==> config.mk <==
export PLATFORM = sky130hd
export DESIGN_NAME = wr_ptr_ctrl
export DESIGN_NICKNAME = d
export VERILOG_FILES = /design/src/rtl/fifo_pkg.sv /design/src/rtl/fifo_level.sv /design/src/rtl/wr_ptr_ctrl.sv
export SDC_FILE = /design/constraint.sdc
export NUM_CORES = 1
export LEC_CHECK = 0
export ABC_AREA = 1
export BUFFER_PORTS_ARGS = -buffer_cell sky130_fd_sc_hd__clkbuf_2
export CORE_ASPECT_RATIO = 0.6
export CORE_UTILIZATION = 49
export CTS_BUF_LIST = sky130_fd_sc_hd__clkbuf_8
export DETAILED_ROUTE_END_ITERATION = 7
export PLACE_DENSITY = 0.78
export SETUP_SLACK_MARGIN = 0.3
export SYNTH_ARGS = -nofsm -noshare
export SYNTH_HDL_FRONTEND = slang
export SYNTH_HIERARCHICAL = 1
export SYNTH_SLANG_ARGS = --single-unit
==> constraint.sdc <==
create_clock -name clk -period 1.9 [get_ports clk]
set_clock_uncertainty 0.05 [all_clocks]
set_input_delay 0.38 -clock clk [delete_from_list [all_inputs] [get_ports clk]]
set_output_delay 0.38 -clock clk [all_outputs]
set_load 0.03 [all_outputs]
==> src/rtl/fifo_pkg.sv <==
// Shared FIFO pointer definitions for the write and read pointer controllers.
// Contents:
//   DEF_ALEN   - default RAM address width
//   DEF_DROP_W - default dropped-write counter width
//   ptr_diff() - pointer subtraction modulo 2**pw (pw = pointer width incl. wrap bit)
package fifo_pkg;

    localparam int unsigned DEF_ALEN   = 8;
    localparam int unsigned DEF_DROP_W = 8;

    // Callers zero-extend the pointers to 32 bits and truncate the result back to pw bits.
    function automatic logic [31:0] ptr_diff(input logic [31:0] a,
                                             input logic [31:0] b,
                                             input int unsigned pw);
        logic [31:0] mask;
        mask = (pw >= 32) ? '1 : ((32'd1 << pw) - 32'd1);
        return (a - b) & mask;
    endfunction

endpackage

==> src/rtl/fifo_level.sv <==
// Fill level between two FIFO pointers that carry a wrap bit.
// Ports:
//   ptr_a_i  in  ALEN+1  leading pointer (write side)
//   ptr_b_i  in  ALEN+1  trailing pointer (read side)
//   level_o  out ALEN+1  (ptr_a_i - ptr_b_i) mod 2**(ALEN+1), range 0..2**ALEN
module fifo_level
    import fifo_pkg::*;
#(
    parameter int unsigned ALEN = DEF_ALEN
) (
    input  logic [ALEN:0] ptr_a_i,
    input  logic [ALEN:0] ptr_b_i,
    output logic [ALEN:0] level_o
);

    localparam int unsigned PW = ALEN + 1;

    assign level_o = PW'(ptr_diff(32'(ptr_a_i), 32'(ptr_b_i), PW));

endmodule

==> src/rtl/wr_ptr_ctrl.sv <==
// Write-side pointer and flag controller for the synchronous UART FIFO.
// Gates write requests into the RAM write strobe, advances the wrap-bit write pointer and keeps
// a registered full flag, a sticky overflow flag and a saturating dropped-write counter.
// Optional feature macro: WR_PTR_LEVEL_EN adds o_wlevel / o_walmost_full and the AFULL_LVL
// parameter.
// Ports:
//   clk             in   clock, rising edge
//   rstn            in   asynchronous active-low reset
//   i_wen           in   write request
//   i_rptr          in   read pointer (ALEN+1), same clock domain
//   i_ovf_clr       in   clears overflow flag and drop counter
//   o_ram_wen       out  RAM write strobe (combinational)
//   o_waddr         out  RAM write address
//   o_wptr          out  write pointer incl. wrap bit
//   o_wfull         out  registered full flag
//   o_woverflow     out  sticky reject flag
//   o_wdrop_cnt     out  saturating count of rejected writes
//   o_wlevel        out  fill level (WR_PTR_LEVEL_EN)
//   o_walmost_full  out  registered level >= AFULL_LVL (WR_PTR_LEVEL_EN)
module wr_ptr_ctrl
    import fifo_pkg::*;
#(
    parameter int unsigned ALEN   = DEF_ALEN,
    parameter int unsigned INCR   = 1,
    parameter int unsigned DROP_W = DEF_DROP_W
`ifdef WR_PTR_LEVEL_EN
    ,
    parameter int unsigned AFULL_LVL = (1 << ALEN) - 2
`endif
) (
    input  logic              clk,
    input  logic              rstn,
    input  logic              i_wen,
    input  logic [ALEN:0]     i_rptr,
    input  logic              i_ovf_clr,
    output logic              o_ram_wen,
    output logic [ALEN-1:0]   o_waddr,
    output logic [ALEN:0]     o_wptr,
    output logic              o_wfull,
    output logic              o_woverflow,
    output logic [DROP_W-1:0] o_wdrop_cnt
`ifdef WR_PTR_LEVEL_EN
    ,
    output logic [ALEN:0]     o_wlevel,
    output logic              o_walmost_full
`endif
);

    localparam int unsigned PW    = ALEN + 1;
    localparam int unsigned DEPTH = 1 << ALEN;

    logic [ALEN:0]     wptr_q, wptr_d;
    logic [ALEN:0]     level_d;
    logic              full_q, full_d;
    logic              ovf_q, ovf_d;
    logic [DROP_W-1:0] drop_q, drop_d;
    logic              accept, reject;

    assign accept = i_wen & ~full_q;
    assign reject = i_wen & full_q;

    always_comb begin
        wptr_d = wptr_q;
        if (accept) begin
            wptr_d = wptr_q + PW'(INCR);
        end
    end

    // Level after this edge's write against the current read pointer; a read landing this
    // cycle is only seen next cycle, so full clears one cycle late (never early).
    fifo_level #(
        .ALEN (ALEN)
    ) u_level_next (
        .ptr_a_i (wptr_d),
        .ptr_b_i (i_rptr),
        .level_o (level_d)
    );

    // Full when less than one INCR step of space remains.
    assign full_d = (32'(level_d) + INCR) > DEPTH;

    // Clear wins over a simultaneous reject, which is then not counted.
    always_comb begin
        ovf_d  = ovf_q;
        drop_d = drop_q;
        if (i_ovf_clr) begin
            ovf_d  = 1'b0;
            drop_d = '0;
        end else if (reject) begin
            ovf_d = 1'b1;
            if (!(&drop_q)) begin
                drop_d = drop_q + 1'b1;
            end
        end
    end

    always_ff @(posedge clk or negedge rstn) begin
        if (!rstn) begin
            wptr_q <= '0;
            full_q <= 1'b0;
            ovf_q  <= 1'b0;
            drop_q <= '0;
        end else begin
            wptr_q <= wptr_d;
            full_q <= full_d;
            ovf_q  <= ovf_d;
            drop_q <= drop_d;
        end
    end

    assign o_ram_wen   = accept;
    assign o_waddr     = wptr_q[ALEN-1:0];
    assign o_wptr      = wptr_q;
    assign o_wfull     = full_q;
    assign o_woverflow = ovf_q;
    assign o_wdrop_cnt = drop_q;

`ifdef WR_PTR_LEVEL_EN
    logic afull_q;

    fifo_level #(
        .ALEN (ALEN)
    ) u_level_out (
        .ptr_a_i (wptr_q),
        .ptr_b_i (i_rptr),
        .level_o (o_wlevel)
    );

    always_ff @(posedge clk or negedge rstn) begin
        if (!rstn) begin
            afull_q <= 1'b0;
        end else begin
            afull_q <= 32'(level_d) >= AFULL_LVL;
        end
    end

    assign o_walmost_full = afull_q;
`endif

endmodule

# [Word-level counts from Yosys, hierarchy flattened]
# Cells that the tools add are included.
[totals] register_bits=19 input_bits=13 out_inout_bits=28
[classes] addsub=4 magnitude_cmp=1 n_eq_ne=1 n_mux=6 bitwise=3 n_reduce_logical=3
[ops] cell="two-way mux 8 bit" count=3
[ops] cell="adder 9 x 1 -> 10 bit, second input constant" count=1
[ops] cell="greater-than comparator 10 x 9 -> 1 bit, second input constant" count=1
[ops] cell="adder 9 x 1 -> 9 bit, second input constant" count=1
[ops] cell="two-way mux 9 bit" count=1
[ops] cell="subtractor 9 bit" count=1
[ops] cell="adder 8 x 1 -> 8 bit, second input constant" count=1
[ops] cell="AND reduction 8 bit" count=1
[ops] cell="AND 1 bit" count=2
[ops] cell="two-way mux 1 bit" count=2
[ops] cell="!= test 2 bit, second input constant" count=1
[ops] cell="AND reduction 2 bit" count=1
[ops] cell="nonzero test 2 bit" count=1
[ops] cell="NOT 1 bit" count=1

# [Longest topological paths before layout]
# Gate-level depths: netlist of run 1.
[depth] ltp_word=6 depth_mapped=16

# [Cells and area by module]
# The synthesis of run 1 kept the hierarchy.
[modules_own_cells] mod="wr_ptr_ctrl" n_inst=1 cells_each=158 area_each_um2=1138.6 seq_area_each_um2=475.5
[modules_own_cells] mod="fifo_level" n_inst=1 cells_each=84 area_each_um2=444.2 seq_area_each_um2=0.0

# [Least setup slack after synthesis of run 1]
# OpenSTA, ideal clock, no wires.
[synth_path] path_kind="register -> register" startpoint="register full_q, in the netlist o_wfull" endpoint="register full_q, in the netlist o_wfull" setup_time_ps=115 arrival_time_ps=2113 path_slack_ps=-378 stages_incl_launch_ff=15 path_buffers=1 cell_sequence="dfrtp_1 nor2_4 nand2_1 nor3_2 nand2_1 nand2_1 nand2_1 ha_1 nand2_1 nand2_1 a21oi_1 nand2_1 nand2_1 nand2_1 clkbuf_1"
[synth_via] elab_chain_cells=6
[synth_lines] item="from (decl)" line="wr_ptr_ctrl.sv:54" rtl="logic full_q, full_d;"
[synth_lines] item="from (signal assigned)" line="wr_ptr_ctrl.sv:105" rtl="full_q <= full_d;"
[synth_lines] item="NOT 1 bit" line="wr_ptr_ctrl.sv:59" rtl="assign accept = i_wen & ~full_q;"
[synth_lines] item="AND 1 bit" line="wr_ptr_ctrl.sv:59"
[synth_lines] item="named net o_ram_wen" line="wr_ptr_ctrl.sv:36" rtl="output logic o_ram_wen,"
[synth_lines] item="two-way mux 9 bit" line="wr_ptr_ctrl.sv:64" rtl="if (accept) begin"
[synth_lines] item="named net wptr_d[5]" line="wr_ptr_ctrl.sv:52" rtl="logic [ALEN:0] wptr_q, wptr_d;"
[synth_lines] item="subtractor 9 bit" line="fifo_pkg.sv:17" rtl="return (a - b) & mask;"
[synth_lines] item="named net level_d[8]" line="wr_ptr_ctrl.sv:53" rtl="logic [ALEN:0] level_d;"
[synth_lines] item="adder 9 x 1 -> 10 bit" line="wr_ptr_ctrl.sv:80" rtl="assign full_d = (32'(level_d) + INCR) > DEPTH;"
[synth_lines] item="greater-than comparator 10 x 9 -> 1 bit" line="wr_ptr_ctrl.sv:80"
[synth_lines] item="named net full_d" line="wr_ptr_ctrl.sv:54"
# The timed path passes the listed nets, and every way through them passes these cells.
# A chain may end at the register's enable or synchronous reset.

# [Worst setup path in the final report of run 1]
[layout_path] startpoint="register wptr_q[0], in the netlist o_wptr[0]" endpoint="register full_q, in the netlist o_wfull"
[layout_via] elab_chain_cells=5
[layout_lines] item="from (decl)" line="wr_ptr_ctrl.sv:52"
[layout_lines] item="from (signal assigned)" line="wr_ptr_ctrl.sv:104" rtl="wptr_q <= wptr_d;"
[layout_lines] item="adder 9 x 1 -> 9 bit" line="wr_ptr_ctrl.sv:65" rtl="wptr_d = wptr_q + PW'(INCR);"
[layout_lines] item="two-way mux 9 bit" line="wr_ptr_ctrl.sv:64"
[layout_lines] item="named net wptr_d[6]" line="wr_ptr_ctrl.sv:52"
[layout_lines] item="subtractor 9 bit" line="fifo_pkg.sv:17"
[layout_lines] item="named net level_d[8]" line="wr_ptr_ctrl.sv:53"
[layout_lines] item="adder 9 x 1 -> 10 bit" line="wr_ptr_ctrl.sv:80"
[layout_lines] item="greater-than comparator 10 x 9 -> 1 bit" line="wr_ptr_ctrl.sv:80"
# The timed path passes the listed nets, and every way through them passes these cells.

==> impl_metrics.py, run 1 <==
metrics = {
    "status": {
        "run_status": "complete, but fails checks",
        "failed_checks": "setup timing",
    },
    "synth": {
        "synthesis.yosys.warnings": 6,
        "postSynthAreaPerCell_um2": 6.97,
        "syn-cell-area_um2": 1370,
        "post_synth_inst_count": 197,
        "syn-num-nets": 220,
    },
    "route": {
        "drt_drc_violations_left": 0,
        "detail_route.wirelength_mm": 3.69,
        "dr.pass1.iters": 4,
        "dr_total_vias": 1383,
        "post_drt_wl_per_cell_um": 13.0,
        "route.antenna.remaining_nets": 0,
        "drtIter0Drc": 112,
        "via_per_inst": 4.89,
    },
    "placement": {
        "io_buffers": 40,
        "pre_cts_slack_ns": -0.180,
        "place.gp.congestion": 0.833,
        "hpwlAfterDp_mm": 2.44,
        "place.detailed.instances": 270,
    },
    "worst_setup_path": {
        "cp.arrival_ns": 2.10,
        "reg2reg_setup_slack_ns": -0.10,
        "timing.critical_path.cells": "ha_2 -> nand2_2 -> nor2_4 -> nand2_1 -> nand2_1 -> nand2_1 -> inv_2 -> ha_4 -> nand2_2 -> inv_2 -> a21oi_4 -> nand2_1 -> nand2_1 -> nand2_1",
        "cp_max_fo": 4,
        "crit_slowest_cell": "sky130_fd_sc_hd__dfrtp_1",
        "path_delay_family": "simple AND/OR/NAND/NOR gates",
        "critical_path.n_buffers_inverters": 2,
        "timing.critical_path.required_ns": 2.00,
        "type_of_origin_of_the_critical_path": "flop",
        "cell_type_with_the_highest_occurrence_count_on_the_critical_path": "sky130_fd_sc_hd__nand2_1",
        "critical_path_class": "flop to flop",
        "cp-end-kind": "flop",
        "max_stage_delay_ns": 0.43,
    },
    "grt": {
        "first_global_vias": 1068,
        "grt_util_met1_pct": 40.6,
        "grt.busiest_layer": "met1",
        "met2_usage_pct": 27.6,
        "track_usage_pct": 23.3,
        "met3_layer_usage_reported_by_global_route_pct": 5.23,
        "globalRouteOverflowTotal": 0,
        "grt_max_degree": 20,
        "grt_first_pass_wirelength_mm": 5.28,
        "antenna_violations_before_repair": 0,
    },
    "sta": {
        "timing.final.crit_share_pct": 105,
        "post-route-min-period_ns": 2.00,
        "max_freq_mhz": 499,
        "worst_slack_ns": -0.104,
        "timing.max_slew.rel_slack_pct": 68.2,
        "timing.final.hold_violations": 0,
        "unrepaired_setup_endpoints_after_global_routing": "yes",
        "drv_slew": 0,
        "setup_tns_ns": -0.104,
        "final-setup-viol-count": 1,
        "worst_slew_pin_slew_ns": 0.477,
    },
    "pwr": {
        "seq_power_share_pct": 28.5,
        "pwr-share-clk_pct": 14.2,
        "power_frac_comb_pct": 57.3,
        "p_sw_w": 0.000935,
        "switching_share_pct": 46.6,
        "power_report.internal_total_w": 0.00107,
        "ir_drop_worst_vdd_mv": 0.593,
        "leakage_nw": 1.05,
        "power_per_cell_area_nw_per_um2": 1050,
    },
    "clock_tree": {
        "cts_max_level": 1,
        "library_cell_used_as_clock_root_buffer": "sky130_fd_sc_hd__clkbuf_8",
        "tritoncts": "yes",
        "clock_insertion_delay_worst_skew_ns": 0.26,
        "cts_sinks": 19,
        "hold_buffers": 0,
        "cts_made_buffers": 3,
        "ctsLongestPathBuffers": 2,
        "clkTransAtPathRegs_ns": 0.08,
    },
    "cells_and_area": {
        "instances_no_fill": 283,
        "areaGrowthSynthToFinish_pct": 39.3,
        "layout.cells.most_common": "sky130_fd_sc_hd__nand2_1",
        "final_nets": 275,
        "fraction_of_layout_cells_with_a_size_suffix_above_1_pct": 40.2,
        "antenna_cells_inserted": 0,
        "fillCellCount": 192,
        "commonest_cells_after_routing_fill_and_taps_aside": "66 x sky130_fd_sc_hd__nand2_1, 36 x sky130_fd_sc_hd__clkbuf_2, 28 x sky130_fd_sc_hd__inv_1, 17 x sky130_fd_sc_hd__buf_4, 16 x sky130_fd_sc_hd__dfrtp_1",
    },
    "floorplanning": {
        "placeableCoreArea_um2": 2570,
        "starting_density_of_the_core_pct": 53.4,
        "die_h_um": 43.0,
        "area_of_the_die_um2": 3030,
        "top_level_ports": 41,
        "placement_rows": 14,
        "floorplan.die.width_um": 70.4,
    },
    "worst_hold_path": {
        "hold_path.class": "input port to async pin",
    },
    "flow_run": {
        "cap_violations": 0,
    },
}
==> worst paths after layout <==
path                              from              to  depth (start not counted)
setup / recovery             o_wptr[0]         o_wfull                         14
hold / removal                    rstn       o_wptr[4]                          1
setup reg to reg             o_wptr[0]         o_wfull                         14
hold reg to reg            o_woverflow     o_woverflow                          2
max in group asynchronous         rstn  o_wdrop_cnt[0]                          1
min in group clk             i_ovf_clr     o_woverflow                          2
==> timing repair <==
| item | CTS | global route |
|---|---|---|
| pin swaps | 5 | 17 |
| buffers inserted | 3 | 6 |
| resized for setup | 5 | 44 |
| gates cloned | 0 | 0 |
| endpoints found under the setup margin | 2 | 9 |
==> stage by stage <==
step                power (W)  cell area [um2]  util [%]  hold WS, ns
floorplan             0.00118             1380         -       0.0344
global placement      0.00142             1630      63.2        0.311
detailed placement    0.00142             1630      63.2        0.313
CTS                   0.00176             1720      66.7       0.0298
global route          0.00213             1910      74.3       0.0499
finish                0.00201             1910      74.3       0.0100
==> area by class of cell <==
type | instances | area [um2] | area share (%)
Tap cell | 32 | 40.0 | 2.09
Multi-Input combinational cell | 135 | 840 | 43.9
Sequential cell | 19 | 479 | 25.0
Clock inverter | 1 | 5.00 | 0.261
Inverter | 34 | 130 | 6.80
Timing Repair Buffer | 59 | 379 | 19.8
Clock buffer | 3 | 41.3 | 2.16
==> metal layers <==
metal | vias to the layer above | share of wire [%]
met5 | - | 0
met2 | 69 | 40
met4 | 0 | 2.8
li1 | 699 | -
met1 | 605 | 48
met3 | 10 | 9.0
==> power groups by stage <==
stage / registers [W] / logic [W] / clock network, W
6_report: 0.000571 / 0.00115 / 0.000285
5_1_grt: 0.000583 / 0.00123 / 0.000316
4_1_cts: 0.000554 / 0.000914 / 0.000292
3_5_place_dp: 0.000561 / 0.000862 / 0
3_3_place_gp: 0.000561 / 0.000855 / 0
2_1_floorplan: 0.000699 / 0.000486 / 0
==> sequential cells by signal, indices dropped and copies added, names as in the netlist <==
name         flops
o_wptr           9
o_wdrop_cnt      8
o_wfull          1
o_woverflow      1
(Power assumes the default switching activity.)
==> run 2, diff against run 1 <==
--- a/config.mk
+++ b/config.mk
@@ -7,7 +7,7 @@
 export LEC_CHECK = 0
 export ABC_AREA = 1
 export BUFFER_PORTS_ARGS = -buffer_cell sky130_fd_sc_hd__clkbuf_2
-export CORE_ASPECT_RATIO = 0.6
+export CORE_ASPECT_RATIO = 1.75
 export CORE_UTILIZATION = 49
 export CTS_BUF_LIST = sky130_fd_sc_hd__clkbuf_8
 export DETAILED_ROUTE_END_ITERATION = 7
==> impl_metrics.py, run 2 (synthesis gave the netlist of run 1 again) <==
metrics = {
    "worst_setup_path": {
        "cp-end-kind": "flop",
        "timing.critical_path.required_ns": 2.00,
        "type_of_origin_of_the_critical_path": "flop",
        "cp_max_fo": 4,
        "critical_path_class": "flop to flop",
        "cp.arrival_ns": 2.04,
        "reg2reg_setup_slack_ns": -0.03,
    },
    "floorplanning": {
        "top_level_ports": 41,
        "placement_rows": 25,
        "die_h_um": 72.0,
        "floorplan.die.width_um": 42.0,
        "area_of_the_die_um2": 3030,
        "placeableCoreArea_um2": 2690,
        "starting_density_of_the_core_pct": 51.1,
    },
    "route": {
        "dr_total_vias": 1407,
        "drt_drc_violations_left": 0,
        "via_per_inst": 5.03,
        "detail_route.wirelength_mm": 3.44,
        "dr.pass1.iters": 4,
        "drtIter0Drc": 75,
        "post_drt_wl_per_cell_um": 12.3,
        "route.antenna.remaining_nets": 0,
    },
    "cells_and_area": {
        "final_nets": 277,
        "areaGrowthSynthToFinish_pct": 36.1,
        "fillCellCount": 220,
        "flip_flop_count_of_the_largest_register_after_layout": 9,
        "commonest_cells_after_routing_fill_and_taps_aside": "65 x sky130_fd_sc_hd__nand2_1, 39 x sky130_fd_sc_hd__clkbuf_2, 33 x sky130_fd_sc_hd__inv_1, 19 x sky130_fd_sc_hd__buf_4, 18 x sky130_fd_sc_hd__dfrtp_1",
        "post-route-util_pct": 69.5,
        "layout.cells.most_common": "sky130_fd_sc_hd__nand2_1",
        "antenna_cells_inserted": 0,
        "fraction_of_layout_cells_with_a_size_suffix_above_1_pct": 37.5,
    },
    "sta": {
        "worst_slack_ns": -0.0326,
        "final-setup-viol-count": 1,
        "worst_slew_pin_slew_ns": 0.508,
        "timing.final.hold_violations": 0,
        "timing.final.crit_share_pct": 102,
        "unrepaired_setup_endpoints_after_global_routing": "yes",
        "post-route-min-period_ns": 1.93,
        "setup_tns_ns": -0.0326,
        "timing.max_slew.rel_slack_pct": 66.1,
        "drv_slew": 0,
        "max_freq_mhz": 517,
    },
    "pwr": {
        "power_frac_comb_pct": 56.6,
        "p_sw_w": 0.000898,
        "pwr-share-clk_pct": 14.5,
        "switching_share_pct": 46.9,
        "seq_power_share_pct": 28.9,
        "leakage_nw": 1.06,
        "power_report.internal_total_w": 0.00102,
        "ir_drop_worst_vdd_mv": 0.663,
        "power_per_cell_area_nw_per_um2": 1020,
    },
    "clock_tree": {
        "hold_buffers": 0,
        "cts_sinks": 19,
        "tritoncts": "yes",
        "clock_insertion_delay_worst_skew_ns": 0.26,
        "cts_made_buffers": 3,
        "ctsLongestPathBuffers": 2,
        "cts_max_level": 1,
        "library_cell_used_as_clock_root_buffer": "sky130_fd_sc_hd__clkbuf_8",
        "clkTransAtPathRegs_ns": 0.07,
    },
    "placement": {
        "pre_cts_slack_ns": -0.201,
        "place.gp.congestion": 0.815,
        "hpwlAfterDp_mm": 2.52,
        "io_buffers": 40,
    },
    "worst_hold_path": {
        "hold_path.class": "input port to async pin",
    },
    "status": {
        "run_status": "complete, but fails checks",
        "failed_checks": "setup timing",
    },
    "grt": {
        "grt_max_degree": 20,
        "grt_first_pass_wirelength_mm": 5.58,
        "antenna_violations_before_repair": 0,
        "globalRouteOverflowTotal": 0,
        "first_global_vias": 1371,
        "track_usage_pct": 23.4,
    },
    "flow_run": {
        "cap_violations": 0,
    },
}
[run 2: worst max-delay path: stages, from the launching register on]
cell and delay (ns):
sky130_fd_sc_hd__dfrtp_2 0.43, sky130_fd_sc_hd__nor2_4 0.14, sky130_fd_sc_hd__nand2_2 0.10, sky130_fd_sc_hd__nor3_4 0.19, sky130_fd_sc_hd__nand2_1 0.08, sky130_fd_sc_hd__nand2_1 0.08, sky130_fd_sc_hd__nand2_2 0.08, sky130_fd_sc_hd__ha_4 0.22
sky130_fd_sc_hd__nand2_1 0.06, sky130_fd_sc_hd__nand2_1 0.07, sky130_fd_sc_hd__a21oi_2 0.15, sky130_fd_sc_hd__nand2_1 0.07, sky130_fd_sc_hd__nand2_1 0.06, sky130_fd_sc_hd__nand2_1 0.04
[run 2: final timing paths]
path	start	to	cells past startpoint
max in group asynchronous	rstn	o_wfull	1
min in group clk	i_ovf_clr	o_woverflow	2
min reg2reg	o_woverflow	o_woverflow	2
min	rstn	o_wdrop_cnt[5]	1
max reg2reg	o_wfull	o_wfull	13
max	o_wfull	o_wfull	13
[run 2: metrics by stage]
stage               power (W)  hold WS, ns  instance area, um2  cells
floorplan             0.00118       0.0344                1380    197
global placement      0.00149        0.315                1670    271
detailed placement    0.00150        0.317                1670    271
CTS                   0.00184       0.0465                1790    277
global route          0.00203       0.0662                1870    280
finish                0.00191       0.0254                1870    280
[run 2: layout make-up]
cell class	count	area (um2)	area share (%)
clock inverter	1	3.75	0.201
clock buffer	3	41.3	2.21
multi-input combinational	135	808	43.2
timing repair buffer	61	375	20.1
inverter	34	130	6.96
tap	27	33.8	1.81
sequential	19	477	25.5
[run 2: repair_timing]
action	4_1_cts	5_1_grt
hold endpoints to repair	0	0
buffers inserted	2	3
pin swaps	9	13
resized for setup	16	12
setup endpoints to repair	1	7
[run 2: power by group through the flow]
stage | sequential [W] | clock [W] | combinational [W]
after global routing | 0.000561 | 0.000300 | 0.00116
after detailed placement | 0.000553 | 0 | 0.000950
after global placement | 0.000552 | 0 | 0.000940
final | 0.000553 | 0.000278 | 0.00108
after CTS | 0.000546 | 0.000277 | 0.00102
after floorplan | 0.000699 | 0 | 0.000486
[run 2: per-layer routing]
| layer | track usage, % | up-vias | wire length, um |
|---|---|---|---|
| li1 | - | 697 | - |
| met1 | 24.7 | 653 | 1350 |
| met2 | 45.3 | 47 | 1890 |
| met5 | 0 | - | 0 |
| met4 | 10.8 | 0 | 93 |
| met3 | 2.49 | 10 | 106 |
==> run 3, diff against run 2 <==
--- a/config.mk
+++ b/config.mk
@@ -8,12 +8,11 @@
 export ABC_AREA = 1
 export BUFFER_PORTS_ARGS = -buffer_cell sky130_fd_sc_hd__clkbuf_2
 export CORE_ASPECT_RATIO = 1.75
-export CORE_UTILIZATION = 49
+export CORE_UTILIZATION = 47
 export CTS_BUF_LIST = sky130_fd_sc_hd__clkbuf_8
 export DETAILED_ROUTE_END_ITERATION = 7
 export PLACE_DENSITY = 0.78
 export SETUP_SLACK_MARGIN = 0.3
 export SYNTH_ARGS = -nofsm -noshare
 export SYNTH_HDL_FRONTEND = slang
-export SYNTH_HIERARCHICAL = 1
 export SYNTH_SLANG_ARGS = --single-unit
==> constraint.sdc (replaced) <==
create_clock -name clk -period 1.9 [get_ports clk]
set_clock_uncertainty 0.05 [all_clocks]
set_input_delay 0.095 -clock clk [delete_from_list [all_inputs] [get_ports clk]]
set_output_delay 0.095 -clock clk [all_outputs]
set_load 0.03 [all_outputs]
==> impl_metrics.py, run 3 <==
metrics = {
    "placement": {
        "hpwlAfterDp_mm": 2.40,
        "io_buffers": 40,
        "post_dp_cell_area_um2": 1580,
        "place.gp.congestion": 0.848,
    },
    "cells_and_area": {
        "final_nets": 244,
        "antenna_cells_inserted": 0,
        "commonest_cells_after_routing_fill_and_taps_aside": "40 x sky130_fd_sc_hd__clkbuf_2, 30 x sky130_fd_sc_hd__nand2_1, 26 x sky130_fd_sc_hd__inv_1, 18 x sky130_fd_sc_hd__buf_4, 15 x sky130_fd_sc_hd__dfrtp_1",
        "post-route-util_pct": 71.7,
        "stdcell_area_um2": 1830,
        "layout.cells.most_common": "sky130_fd_sc_hd__clkbuf_2",
        "flip_flop_count_of_the_largest_register_after_layout": 9,
        "areaGrowthSynthToFinish_pct": 41.8,
        "fraction_of_layout_cells_with_a_size_suffix_above_1_pct": 47.3,
    },
    "grt": {
        "grt_util_met1_pct": 23.3,
        "first_global_vias": 1259,
        "antenna_violations_before_repair": 0,
        "track_usage_pct": 21.5,
        "met3_layer_usage_reported_by_global_route_pct": 2.02,
        "grt.busiest_layer": "met2",
        "met2_usage_pct": 41.1,
        "grt_max_degree": 20,
        "globalRouteOverflowTotal": 0,
        "grt_first_pass_wirelength_mm": 5.09,
    },
    "route": {
        "detail_route.wirelength_mm": 3.31,
        "drtIter0Drc": 31,
        "post_drt_wl_per_cell_um": 13.5,
        "drt_drc_violations_left": 0,
        "dr_total_vias": 1272,
        "route.antenna.remaining_nets": 0,
        "via_per_inst": 5.17,
        "dr.pass1.iters": 4,
    },
    "sta": {
        "max_freq_mhz": 478,
        "timing.final.crit_share_pct": 110,
        "timing.final.hold_violations": 0,
        "worst_slew_pin_slew_ns": 0.483,
        "drv_slew": 0,
        "final-setup-viol-count": 1,
        "post-route-min-period_ns": 2.09,
        "timing.max_slew.rel_slack_pct": 67.8,
        "unrepaired_setup_endpoints_after_global_routing": "yes",
        "worst_slack_ns": -0.193,
    },
    "worst_hold_path": {
        "hold_path.class": "input port to flop",
        "hold_depth": 4,
    },
    "worst_setup_path": {
        "cp_max_fo": 2,
        "cp.arrival_ns": 2.24,
        "cp-end-kind": "flop",
        "critical_path_class": "flop to flop",
        "timing.critical_path.required_ns": 2.05,
        "type_of_origin_of_the_critical_path": "flop",
        "rr_worst_depth": 14,
    },
    "synth": {
        "synthesis.yosys.warnings": 0,
        "netlist-cell-type-count": 24,
        "syn-cell-area_um2": 1290,
        "syn-num-nets": 183,
        "asyncSetResetFlopFracSynth_pct": 100,
        "synth_seq_cells": 19,
        "yosys-top-cells-count": "32 x sky130_fd_sc_hd__nand2_1, 26 x sky130_fd_sc_hd__inv_1, 19 x sky130_fd_sc_hd__dfrtp_1",
        "synthDominantCellAreaShare_pct": 36.9,
        "postSynthAreaPerCell_um2": 8.06,
        "post-synth-top-count-cell": "sky130_fd_sc_hd__nand2_1",
        "synth.yosys.seq_area_share_pct": 36.9,
        "synth-edff-count": 0,
        "post_synth_inst_count": 160,
        "synth_top_flop_cell": "sky130_fd_sc_hd__dfrtp_1",
        "synth_area_leaders": "sky130_fd_sc_hd__dfrtp_1 37%, sky130_fd_sc_hd__nand2_1 9.3%, sky130_fd_sc_hd__ha_1 8.7%",
        "largest_area_contributor_in_the_netlist": "sky130_fd_sc_hd__dfrtp_1",
    },
    "floorplanning": {
        "floorplan.die.width_um": 41.6,
        "placement_rows": 24,
        "top_level_ports": 41,
        "placeableCoreArea_um2": 2550,
        "die_h_um": 71.3,
        "area_of_the_die_um2": 2970,
        "starting_density_of_the_core_pct": 50.5,
    },
    "clock_tree": {
        "cts_max_level": 1,
        "tritoncts": "yes",
        "clkTransAtPathRegs_ns": 0.08,
        "cts_sinks": 19,
        "library_cell_used_as_clock_root_buffer": "sky130_fd_sc_hd__clkbuf_8",
        "ctsLongestPathBuffers": 2,
        "clock_insertion_delay_worst_skew_ns": 0.26,
        "cts_made_buffers": 3,
    },
    "pwr": {
        "power_per_cell_area_nw_per_um2": 988,
        "ir_drop_worst_vdd_mv": 0.744,
        "leakage_nw": 0.971,
    },
    "status": {
        "run_status": "complete, but fails checks",
        "failed_checks": "setup timing",
    },
    "flow_run": {
        "cap_violations": 0,
    },
}
[run 3: cell types whose count changed in the layout (fill, tap and decap cells not counted), moves of 3 or more]
| cell | previous run | this run |
|---|---|---|
| sky130_fd_sc_hd__nand2_1 | 65 | 30 |
| sky130_fd_sc_hd__inv_1 | 33 | 26 |
| sky130_fd_sc_hd__nor2_1 | 14 | 7 |
| sky130_fd_sc_hd__o21ai_1 | 1 | 6 |
| sky130_fd_sc_hd__nor2_2 | 5 | 1 |
| sky130_fd_sc_hd__dfrtp_1 | 18 | 15 |
| sky130_fd_sc_hd__dfrtp_2 | 1 | 4 |
| sky130_fd_sc_hd__ha_1 | 3 | 6 |
| sky130_fd_sc_hd__nand2_2 | 8 | 5 |
| sky130_fd_sc_hd__nand3_1 | 11 | 8 |
| sky130_fd_sc_hd__nand3_2 | 1 | 4 |
| sky130_fd_sc_hd__nor2_4 | 2 | 5 |
| sky130_fd_sc_hd__o21ai_0 | 0 | 3 |
[run 3: cells by family (layout without fill, tap and decap cells)]
kind of cell	count (synthesis)	in the layout	share of synthesized area [%]
compound gates	17	17	6.89
xor+xnor	7	7	4.75
simple gates	70	70	27.7
buf+inv	37	97	13.5
flops	19	19	36.9
fa+ha+maj	10	10	10.3
[run 3: path summary, 6_finish.rpt]
path                               end   startpoint  slack (ns)
setup / recovery               o_wfull      o_wfull       -0.19
hold / removal                 o_wfull    i_rptr[8]        0.10
setup reg to reg               o_wfull      o_wfull       -0.19
hold reg to reg            o_woverflow  o_woverflow        0.46
max in group asynchronous      o_wfull         rstn        1.18
min in group asynchronous  o_woverflow         rstn        0.27
[run 3: repair_timing]
item,in CTS,in global routing
cloned,0,0
endpoints found under the hold margin,20,0
buffers inserted,6,3
endpoints found under the setup margin,1,3
pin swaps,8,7
hold buffers,2,0
gates resized for setup,9,20
[run 3: layout make-up]
class | count | area (um2)
clock buffers | 3 | 41.3
clock inverters | 1 | 3.75
fillers | 191 | 723
inverters | 29 | 114
multi-input cells | 104 | 757
flip-flops and latches | 19 | 480
well taps | 26 | 32.5
repair buffers | 64 | 400
[run 3: worst max-delay path, cell delays in order, from the launching register on]
cell and delay (ns):
sky130_fd_sc_hd__dfrtp_2 0.41, sky130_fd_sc_hd__inv_2 0.08, sky130_fd_sc_hd__nand3_4 0.07, sky130_fd_sc_hd__nor2_4 0.15
sky130_fd_sc_hd__nand3_4 0.11, sky130_fd_sc_hd__nor2_4 0.14, sky130_fd_sc_hd__xor2_2 0.17, sky130_fd_sc_hd__ha_1 0.29
sky130_fd_sc_hd__nand2_2 0.09, sky130_fd_sc_hd__inv_1 0.05, sky130_fd_sc_hd__o21ai_2 0.07, sky130_fd_sc_hd__nand2_1 0.10
sky130_fd_sc_hd__a21oi_2 0.11, sky130_fd_sc_hd__nand3_1 0.07, sky130_fd_sc_hd__nand2_1 0.07
[run 3: per-layer routing]
metal	share of wire, %	wire (um)
met5	0	0
met2	60	1970
met3	2.7	89
met4	1.3	44
met1	36	1200
[run 3: stage by stage]
step	std cells	setup slack, ns	power, W	hold slack [ns]	setup TNS, ns
final	246	-0.193	0.00181	0.103	-0.193
after CTS	243	-0.0741	0.00173	0.0980	-0.0741
after detailed placement	231	-0.285	0.00142	0.0199	-0.285
after global placement	231	-0.192	0.00138	0.0224	-0.192
after global routing	246	-0.330	0.00190	0.136	-0.330
after floorplan	160	-0.145	0.00115	-0.251	-0.145
[run 3: report_power, final]
part | total [W] | internal (W) | leakage [nW] | switching, W
sequential | 0.000557 | 0.000477 | 0.243 | 0.0000799
clock | 0.000278 | 0.000144 | 0.0269 | 0.000134
combinational | 0.000972 | 0.000345 | 0.701 | 0.000628
